`config.mk`:
```
export PLATFORM = sky130hd
export DESIGN_NAME = opicorv32_mem_if
export DESIGN_NICKNAME = d
export VERILOG_FILES = /design/src/rtl/opicorv32_pkg.sv /design/src/rtl/opicorv32_mem_align.sv /design/src/rtl/opicorv32_mem_if.sv
export SDC_FILE = /design/constraint.sdc
export NUM_CORES = 1
export LEC_CHECK = 0
export ABC_AREA = 1
export BUFFER_PORTS_ARGS = -buffer_cell sky130_fd_sc_hd__buf_2
export CORE_MARGIN = 1.5
export CORE_UTILIZATION = 50
export CTS_BUF_LIST = sky130_fd_sc_hd__clkbuf_8
export CTS_CLUSTER_SIZE = 16
export DETAILED_ROUTE_END_ITERATION = 7
export GPL_TIMING_DRIVEN = 0
export PLACE_DENSITY = 0.9
export SKIP_LAST_GASP = 1
export SYNTH_ARGS = -nofsm -noshare
export SYNTH_HDL_FRONTEND = slang
export SYNTH_SLANG_ARGS = --single-unit
export TNS_END_PERCENT = 5
```
`constraint.sdc`:
```
create_clock -name clk -period 2 [get_ports clk]
set_clock_uncertainty 0.2 [all_clocks]
set_input_delay 0.1 -clock clk [delete_from_list [all_inputs] [get_ports clk]]
set_output_delay 0.1 -clock clk [all_outputs]
set_load 0.05 [all_outputs]
```
`src/rtl/opicorv32_pkg.sv`:
```
// Shared types for the opicorv32 memory interface.
// Memory FSM states and transfer word-size encodings.
package opicorv32_pkg;

    typedef enum logic [1:0] {
        MEM_IDLE       = 2'd0,
        MEM_READ       = 2'd1,
        MEM_WRITE      = 2'd2,
        MEM_PREFETCHED = 2'd3
    } mem_state_e;

    localparam logic [1:0] WS_WORD = 2'd0;
    localparam logic [1:0] WS_HALF = 2'd1;
    localparam logic [1:0] WS_BYTE = 2'd2;

endpackage

```
`src/rtl/opicorv32_mem_align.sv`:
```
// Store lane replication / byte strobes and load lane
// extraction with zero extension.
module opicorv32_mem_align
    import opicorv32_pkg::*;
(
    input  logic [1:0]  st_size,
    input  logic [1:0]  st_lo,
    input  logic [31:0] st_data,
    output logic [31:0] st_wdata,
    output logic [3:0]  st_wstrb,
    input  logic [1:0]  ld_size,
    input  logic [1:0]  ld_lo,
    input  logic [31:0] ld_word,
    output logic [31:0] ld_data
);

    always_comb begin
        st_wdata = st_data;
        st_wstrb = 4'b1111;
        case (st_size)
            WS_HALF: begin
                st_wdata = {2{st_data[15:0]}};
                st_wstrb = st_lo[1] ? 4'b1100 : 4'b0011;
            end
            WS_BYTE: begin
                st_wdata = {4{st_data[7:0]}};
                st_wstrb = 4'b0001 << st_lo;
            end
            default: ;
        endcase
    end

    always_comb begin
        ld_data = ld_word;
        case (ld_size)
            WS_HALF: begin
                ld_data = {16'h0000, ld_lo[1] ?
                           ld_word[31:16] : ld_word[15:0]};
            end
            WS_BYTE: begin
                ld_data = {24'h000000,
                           ld_word[{ld_lo, 3'b000} +: 8]};
            end
            default: ;
        endcase
    end

endmodule

```
`src/rtl/opicorv32_mem_if.sv`:
```
// Native memory bus master: launches fetch, load and store
// transfers from IDLE and reports completion to control.
module opicorv32_mem_if
    import opicorv32_pkg::*;
#(
    parameter bit LATCHED_MEM_RDATA = 1'b0
) (
    input  logic        clk,
    input  logic        resetn,
    input  logic        mem_do_rinst,
    input  logic        mem_do_prefetch,
    input  logic        mem_do_rdata,
    input  logic        mem_do_wdata,
    input  logic [1:0]  mem_wordsize,
    input  logic [31:0] next_pc,
    input  logic [31:0] reg_op1,
    input  logic [31:0] reg_op2,
    output logic        mem_done,
    output logic [31:0] mem_rdata_word,
    output logic        mem_valid,
    output logic        mem_instr,
    output logic [31:0] mem_addr,
    output logic [31:0] mem_wdata,
    output logic [3:0]  mem_wstrb,
    input  logic        mem_ready,
    input  logic [31:0] mem_rdata
);

    mem_state_e  state_q, state_d;
    logic        xfer;
    logic        launch_i, launch_r, launch_w;
    logic        done_c;
    logic [1:0]  ld_size_q;
    logic [1:0]  addr_lo_q;
    logic [31:0] rdata_q;
    logic [31:0] ld_word;
    logic [31:0] st_wdata;
    logic [3:0]  st_wstrb;

    assign xfer = mem_valid & mem_ready;
    assign mem_done = resetn & done_c;

    always_comb begin
        state_d  = state_q;
        launch_i = 1'b0;
        launch_r = 1'b0;
        launch_w = 1'b0;
        done_c   = 1'b0;
        case (state_q)
            MEM_IDLE: begin
                if (mem_do_rinst | mem_do_prefetch) begin
                    launch_i = 1'b1;
                    state_d  = MEM_READ;
                end else if (mem_do_rdata) begin
                    launch_r = 1'b1;
                    state_d  = MEM_READ;
                end else if (mem_do_wdata) begin
                    launch_w = 1'b1;
                    state_d  = MEM_WRITE;
                end
            end
            MEM_READ: begin
                if (xfer) begin
                    done_c  = mem_do_rinst | mem_do_rdata
                            | mem_do_wdata;
                    state_d = (mem_do_rinst | mem_do_rdata) ?
                              MEM_IDLE : MEM_PREFETCHED;
                end
            end
            MEM_WRITE: begin
                if (xfer) begin
                    done_c  = mem_do_rinst | mem_do_rdata
                            | mem_do_wdata;
                    state_d = MEM_IDLE;
                end
            end
            MEM_PREFETCHED: begin
                // A data access pre-empts the parked fetch word.
                if (mem_do_rinst) begin
                    done_c  = 1'b1;
                    state_d = MEM_IDLE;
                end else if (mem_do_rdata | mem_do_wdata) begin
                    state_d = MEM_IDLE;
                end
            end
            default: state_d = MEM_IDLE;
        endcase
    end

    always_ff @(posedge clk or negedge resetn) begin
        if (!resetn) begin
            state_q   <= MEM_IDLE;
            mem_valid <= 1'b0;
            mem_instr <= 1'b0;
            mem_addr  <= 32'h0;
            mem_wdata <= 32'h0;
            mem_wstrb <= 4'h0;
            ld_size_q <= WS_WORD;
            addr_lo_q <= 2'b00;
            rdata_q   <= 32'h0;
        end else begin
            state_q <= state_d;
            if (launch_i | launch_r | launch_w) begin
                mem_valid <= 1'b1;
            end else if (xfer) begin
                mem_valid <= 1'b0;
            end
            if (launch_i) begin
                mem_instr <= 1'b1;
                mem_addr  <= {next_pc[31:2], 2'b00};
                mem_wstrb <= 4'h0;
                ld_size_q <= WS_WORD;
                addr_lo_q <= next_pc[1:0];
            end
            if (launch_r) begin
                mem_instr <= 1'b0;
                mem_addr  <= {reg_op1[31:2], 2'b00};
                mem_wstrb <= 4'h0;
                ld_size_q <= mem_wordsize;
                addr_lo_q <= reg_op1[1:0];
            end
            if (launch_w) begin
                mem_instr <= 1'b0;
                mem_addr  <= {reg_op1[31:2], 2'b00};
                mem_wdata <= st_wdata;
                mem_wstrb <= st_wstrb;
                ld_size_q <= mem_wordsize;
                addr_lo_q <= reg_op1[1:0];
            end
            if (xfer && state_q == MEM_READ) begin
                rdata_q <= mem_rdata;
            end
        end
    end

    generate
        if (LATCHED_MEM_RDATA) begin : g_bus_held
            assign ld_word = mem_rdata;
        end else begin : g_local_reg
            assign ld_word = xfer ? mem_rdata : rdata_q;
        end
    endgenerate

    opicorv32_mem_align u_align (
        .st_size  (mem_wordsize),
        .st_lo    (reg_op1[1:0]),
        .st_data  (reg_op2),
        .st_wdata (st_wdata),
        .st_wstrb (st_wstrb),
        .ld_size  (ld_size_q),
        .ld_lo    (addr_lo_q),
        .ld_word  (ld_word),
        .ld_data  (mem_rdata_word)
    );

endmodule
```
# After elaboration in Yosys (flattened, before gate mapping)
# Index checks and enable logic that the tools add are counted.
dict set report word_totals {
  word_cells 80
  in_bits 137
  reg_bits 108
}
dict set report classes {
  reduce_logical 6
  mux 44
  bitwise 8
  shifts 2
  eq_ne 11
}
# operator n
set ops {}
lappend ops {{$mux 32} 4}
lappend ops {{$pmux 32 s2} 2}
lappend ops {{$shiftx 32x6->8} 1}
lappend ops {{$mux 2} 14}
lappend ops {{$mux 1} 16}
lappend ops {{$mux 16} 1}
lappend ops {{$mux 4} 4}
lappend ops {{$eq 2x2->1 const B} 4}
lappend ops {{$pmux 2 s4} 1}
lappend ops {{$pmux 4 s2} 1}
lappend ops {{$eq 2x1->1 const B} 3}
lappend ops {{$or 1x1->1} 6}
lappend ops {{$ne 2x2->1 const B} 2}
lappend ops {{$ne 4x4->1 const B} 1}
lappend ops {{$reduce_and 4->1} 1}
lappend ops {{$shl 1x2->4 const A} 1}
lappend ops {{$ne 3x3->1 const B} 1}
lappend ops {{$reduce_bool 3->1} 1}
lappend ops {{$and 1x1->1} 2}
lappend ops {{$logic_not 2->1} 1}
lappend ops {{$pmux 1 s2} 1}
lappend ops {{$reduce_bool 2->1} 1}
lappend ops {{$reduce_or 2->1} 1}
lappend ops {{$logic_and 1x1->1} 1}

# Depth between registers and ports, before layout
dict set report logic_depth {
  depth_word 6
  ltp_mapped 9
  depth_no_buf 8
}

# Modules after synthesis
# Synthesis repeated with hierarchy kept, for this count alone.
dict set report hier_totals {
  cells_unflattened 977
  hier_area_um2 6477.5
}
# mod cells_each instances area_per_inst_um2
set by_module_without_submodules {}
lappend by_module_without_submodules {opicorv32_mem_if 699 1 5190.0}
lappend by_module_without_submodules {opicorv32_mem_align 278 1 1287.5}

# Least setup slack after synthesis
# No wires, ideal clock.
dict set report synth_timing {
  path_type {reg-to-output}
  startpoint {register mem_valid}
  endpoint {output mem_rdata_word[12]}
  path_slack_ns -0.683
  path_stages_with_launch 8
  t_arrival_ns 2.383
  cell_sequence {dfrtp_1 -> buf_4 -> nand2_4 -> buf_2 -> nand2_1 -> nand3_1 -> nand2_1 -> o21ai_0}
}
dict set report synth_between {
  elab_chain_cells 4
}
# item line_no
set synth_lines {}
lappend synth_lines {{start, declared} opicorv32_mem_if.sv:20} ;# output logic mem_valid,
lappend synth_lines {{start signal, assigned} opicorv32_mem_if.sv:93} ;# mem_valid <= 1'b0;
lappend synth_lines {{start signal, assigned} opicorv32_mem_if.sv:104} ;# mem_valid <= 1'b1;
lappend synth_lines {{start signal, assigned} opicorv32_mem_if.sv:106} ;# mem_valid <= 1'b0;
lappend synth_lines {{$and 1x1->1 *} opicorv32_mem_if.sv:40} ;# assign xfer = mem_valid & mem_ready;
lappend synth_lines {{$mux 32 *} opicorv32_mem_if.sv:140} ;# assign ld_word = xfer ? mem_rdata : rdata_q;
lappend synth_lines {{$mux 16} opicorv32_mem_align.sv:37} ;# ld_data = {16'h0000, ld_lo[1] ?
lappend synth_lines {{$pmux 32 s2 *} opicorv32_mem_align.sv:35} ;# case (ld_size)
lappend synth_lines {{end, declared} opicorv32_mem_if.sv:19} ;# output logic [31:0] mem_rdata_word,
# Every way passes the cells marked *; elsewhere a longest branch is shown, timed or not.

# Worst setup path after layout
dict set report layout_timing {
  startpoint {register mem_valid}
  endpoint {output mem_rdata_word[1]}
}
dict set report layout_between {
  elab_chain_cells 4
  elab_cells_between_ends 5
  cone_classes {shift (1); mux (3); bitwise (1)}
}
# item line_no
set layout_lines {}
lappend layout_lines {{$and 1x1->1 *} opicorv32_mem_if.sv:40}
lappend layout_lines {{$mux 32 *} opicorv32_mem_if.sv:140}
lappend layout_lines {{$shiftx 32x6->8 or $mux 16 (tied branches)} {opicorv32_mem_align.sv:42, opicorv32_mem_align.sv:37}}
lappend layout_lines {{$pmux 32 s2 *} opicorv32_mem_align.sv:35}
# Marks and branches as above.

==> results by group <==
Clock tree
  – CTS tree: done
  – Root buffer cell: clkbuf_8
  – # H-tree levels: 3
  – Cts bufs inserted: 9
  – Clock transition at path regs: 0.10 ns
  – Worst-Skew Late Latency: 0.36 ns
  – CTS sink count: 106
  – CTS hold repair buffers: 138
  – CTS Buffer Depth: 2

Detailed routing
  – First-pass DRT Iterations: 8
  – Vias per cell: 6.10
  – Drt drc: 0
  – WL final: 26.2 mm
  – WL/cell: 19.9 µm
  – Antenna Nets Post-Route: 0
  – Vias post-DR: 7999
  – DR iter-0 viols: 1100

Critical path
  – WS Path Type: reg -> out
  – Crit path max fanout: 7
  – Crit end category: output pin
  – Req. time, crit path: 1.70 ns
  – Worst setup SP type: register
  – Worst EP arrival: 1.96 ns

Timing
  – Endpoints failing setup: 33
  – Slew @ Worst Pin: 0.688 ns
  – Unrepaired setup endpoints after global routing: true
  – Final hold viol count: 49
  – Max Clk Rate: 443 MHz
  – Setup ws final: -0.257 ns
  – Min cycle time layout: 2.26 ns
  – Slew HR: 0.541
  – Period utilization: 1.13
  – Pins Over Slew Limit: 0
  – Hold_ws: -0.449 ns

Final layout
  – Final design utilization: 0.823
  – Final #Nets: 1308
  – Layout cells sized above 1: 0.333
  – # fillers: 590
  – Design area: 0.00944 mm²
  – P&R area growth vs syn: 60.1%

Run status
  – Failing checks: hold timing, setup timing
  – Status: complete, but fails checks

Placed design
  – DP HPWL: 13.5 mm
  – Placer Congestion: 0.924
  – Port Buffers: 236
  – Dpl cell area: 0.00735 mm²

Power and ir drop
  – Pleak: 4.76 nW
  – VDD IR-drop max: 0.00171 V
  – PwrDens: 1760 mW/mm²

Floorplanning
  – Die span in y: 112 µm
  – # IOs: 240
  – Total core area: 0.0115 mm²
  – Die width: 112 µm
  – Die footprint: 0.0124 mm²
  – Cell row count: 39
  – Initial Utilization: 0.514

Global route
  – Met1 GRT Util: 0.459
  – Grt met2 use: 0.657
  – Initial antenna violation count: 1
  – All-layer global routing usage: 0.391
  – Vias in the first global route: 7689
  – Remaining Overflow, GRT: 0
  – Global routing's busiest layer: met2
  – First-pass GRT wire length: 38.7 mm
  – Largest net degree at the start of global routing: 59
  – Met3 Usage GRT: 0.0882

Logic synthesis
  – Yosys cell types: 33
  – Post-Synthesis Cells: 756
  – Post-synthesis sequential area ratio: 0.450
  – Syn. warnings: 0
  – Mean Syn Cell Area: 7.79 µm²
  – Seq cells post-synth: 106
  – Mapped Area: 0.00589 mm²

Worst hold path
  – Worst min path class: in -> async

Job
  – Max Cap Viol: 0
==> cell type report <==
type | count | area (µm²) | area share
diodes | 2 | 5.00 | 0.000530
plain buffers | 53 | 388 | 0.0411
clock buffers | 11 | 151 | 0.0160
clock inverters | 5 | 30.0 | 0.00318
inverters | 59 | 228 | 0.0241
multi-input cells | 540 | 2930 | 0.311
flip-flops and latches | 106 | 2650 | 0.281
well taps | 143 | 179 | 0.0190
repair buffers | 393 | 2870 | 0.304
==> worst paths after layout <==
kind | startpoint | to | slack [ns] | cells past startpoint
worst max-delay path | mem_valid$_DFFE_PN0P_ | mem_rdata_word[1] | -0.26 | 7
worst min-delay path | resetn | rdata_q[21]$_DFFE_PN0P_ | -0.45 | 1
worst max register to register | state_q[1]$_DFFE_PN0P_ | mem_addr[18]$_DFFE_PN0P_ | 0.02 | 8
worst min register to register | mem_wdata[7]$_DFFE_PN0P_ | mem_wdata[7]$_DFFE_PN0P_ | 0.30 | 2
max in group asynchronous | resetn | mem_addr[28]$_DFFE_PN0P_ | 1.31 | 2
min in group clk | mem_do_rinst | addr_lo_q[0]$_DFFE_PN0P_ | 0.04 | 4
==> Yosys cell counts <==
master / instances / area (µm²)
nand2_2: 1 / 6.26
o22ai_1: 4 / 25.0
inv_2: 2 / 7.51
a21oi_4: 1 / 16.3
a22oi_1: 7 / 52.6
dfrtp_1: 106 / 2650
nand3_2: 1 / 10.0
nand2_4: 1 / 11.3
inv_1: 55 / 206
a21oi_1: 48 / 240
inv_4: 1 / 6.26
ha_1: 9 / 113
nand4_1: 32 / 200
nor3_1: 5 / 25.0
buf_6: 6 / 67.6
o21bai_1: 1 / 7.51
buf_4: 10 / 75.1
o211ai_1: 5 / 37.5
mux2_2: 14 / 158
clkinv_1: 1 / 3.75
o21ai_0: 56 / 280
clkbuf_1: 15 / 56.3
nor2_1: 75 / 282
o21ai_1: 15 / 75.1
nor2_8: 1 / 20.0
a211oi_2: 1 / 12.5
a31oi_1: 31 / 194
conb_1: 1 / 3.75
nand3_1: 48 / 240
nand2_1: 180 / 676
clkbuf_2: 1 / 5.00
nand4_4: 1 / 21.3
buf_2: 21 / 105
==> layer usage <==
metal  up-vias  routed length (µm)  part of all wire
met5         -                   0                 0
met4         0                1930             0.074
met3       210                2830              0.11
met2       747               12600              0.48
met1      3682                8820              0.34
li1       3360                   -                 -
==> state kept, by name, summed over array words and instances, names as in the netlist <==
signal / flops
rdata_q: 32
mem_valid: 1
state_q: 2
mem_addr: 30
ld_size_q: 2
mem_wstrb: 4
mem_instr: 1
addr_lo_q: 2
mem_wdata: 32
==> cell families after synthesis <==
logic type      Yosys count  synth area share
simple gates            345             0.253
compound gates          169             0.160
buf+inv                 112            0.0905
flops                   106             0.450
mux                      14            0.0268
fa+ha+maj                 9            0.0191
other cells               1          0.000636
==> layout by cell type, fill, tap and decap left out, types with 6 or more instances in the layout <==
cell	instances
a21oi_1	42
o21ai_0	37
buf_2	225
o21ai_2	11
nor2_2	7
a31oi_1	30
nand2_1	176
buf_4	34
ha_1	7
nand3_2	7
buf_6	25
o21ai_1	23
dlygate4sd3_1	138
clkbuf_4	6
dfrtp_1	106
clkbuf_8	11
nand3_1	42
clkbuf_1	8
nand4_1	32
inv_2	10
a22oi_1	7
nor2_1	66
mux2_2	14
inv_1	48
==> critical path, cell delays in order, from the launching register on <==
cell and delay [ns]:
dfrtp_1 0.39, buf_6 0.17, nand2_8 0.10, o21ai_0 0.38, nand2_1 0.17, nand3_1 0.15, a21oi_4 0.08, buf_6 0.16
==> power by group <==
group	leakage (nW)	switching, W	total [W]	internal [W]
sequential	1.27	0.000649	0.00380	0.00315
combinational	3.39	0.00807	0.0115	0.00343
clock	0.0965	0.000768	0.00128	0.000517
==> repair_timing <==
item	in CTS	in global routing
pin swaps	6	16
gates resized for setup	81	53
buffers inserted	7	7
gates cloned	2	3
endpoints found under the hold margin	149	49
endpoints found under the setup margin	33	100
==> metrics by stage <==
stage | power [W] | setup slack, ns | setup TNS (ns) | std cells
3_5_place_dp | 0.0132 | -0.205 | -1.69 | 1137
4_1_cts | 0.0154 | -0.130 | -3.26 | 1300
3_3_place_gp | 0.0130 | -0.910 | -66.14 | 1136
5_1_grt | 0.0172 | -0.319 | -7.56 | 1311
6_report | 0.0166 | -0.257 | -5.54 | 1312
2_1_floorplan | 0.0109 | -0.235 | -3.28 | 757
Note: power is estimated with default switching activity, not from simulation.
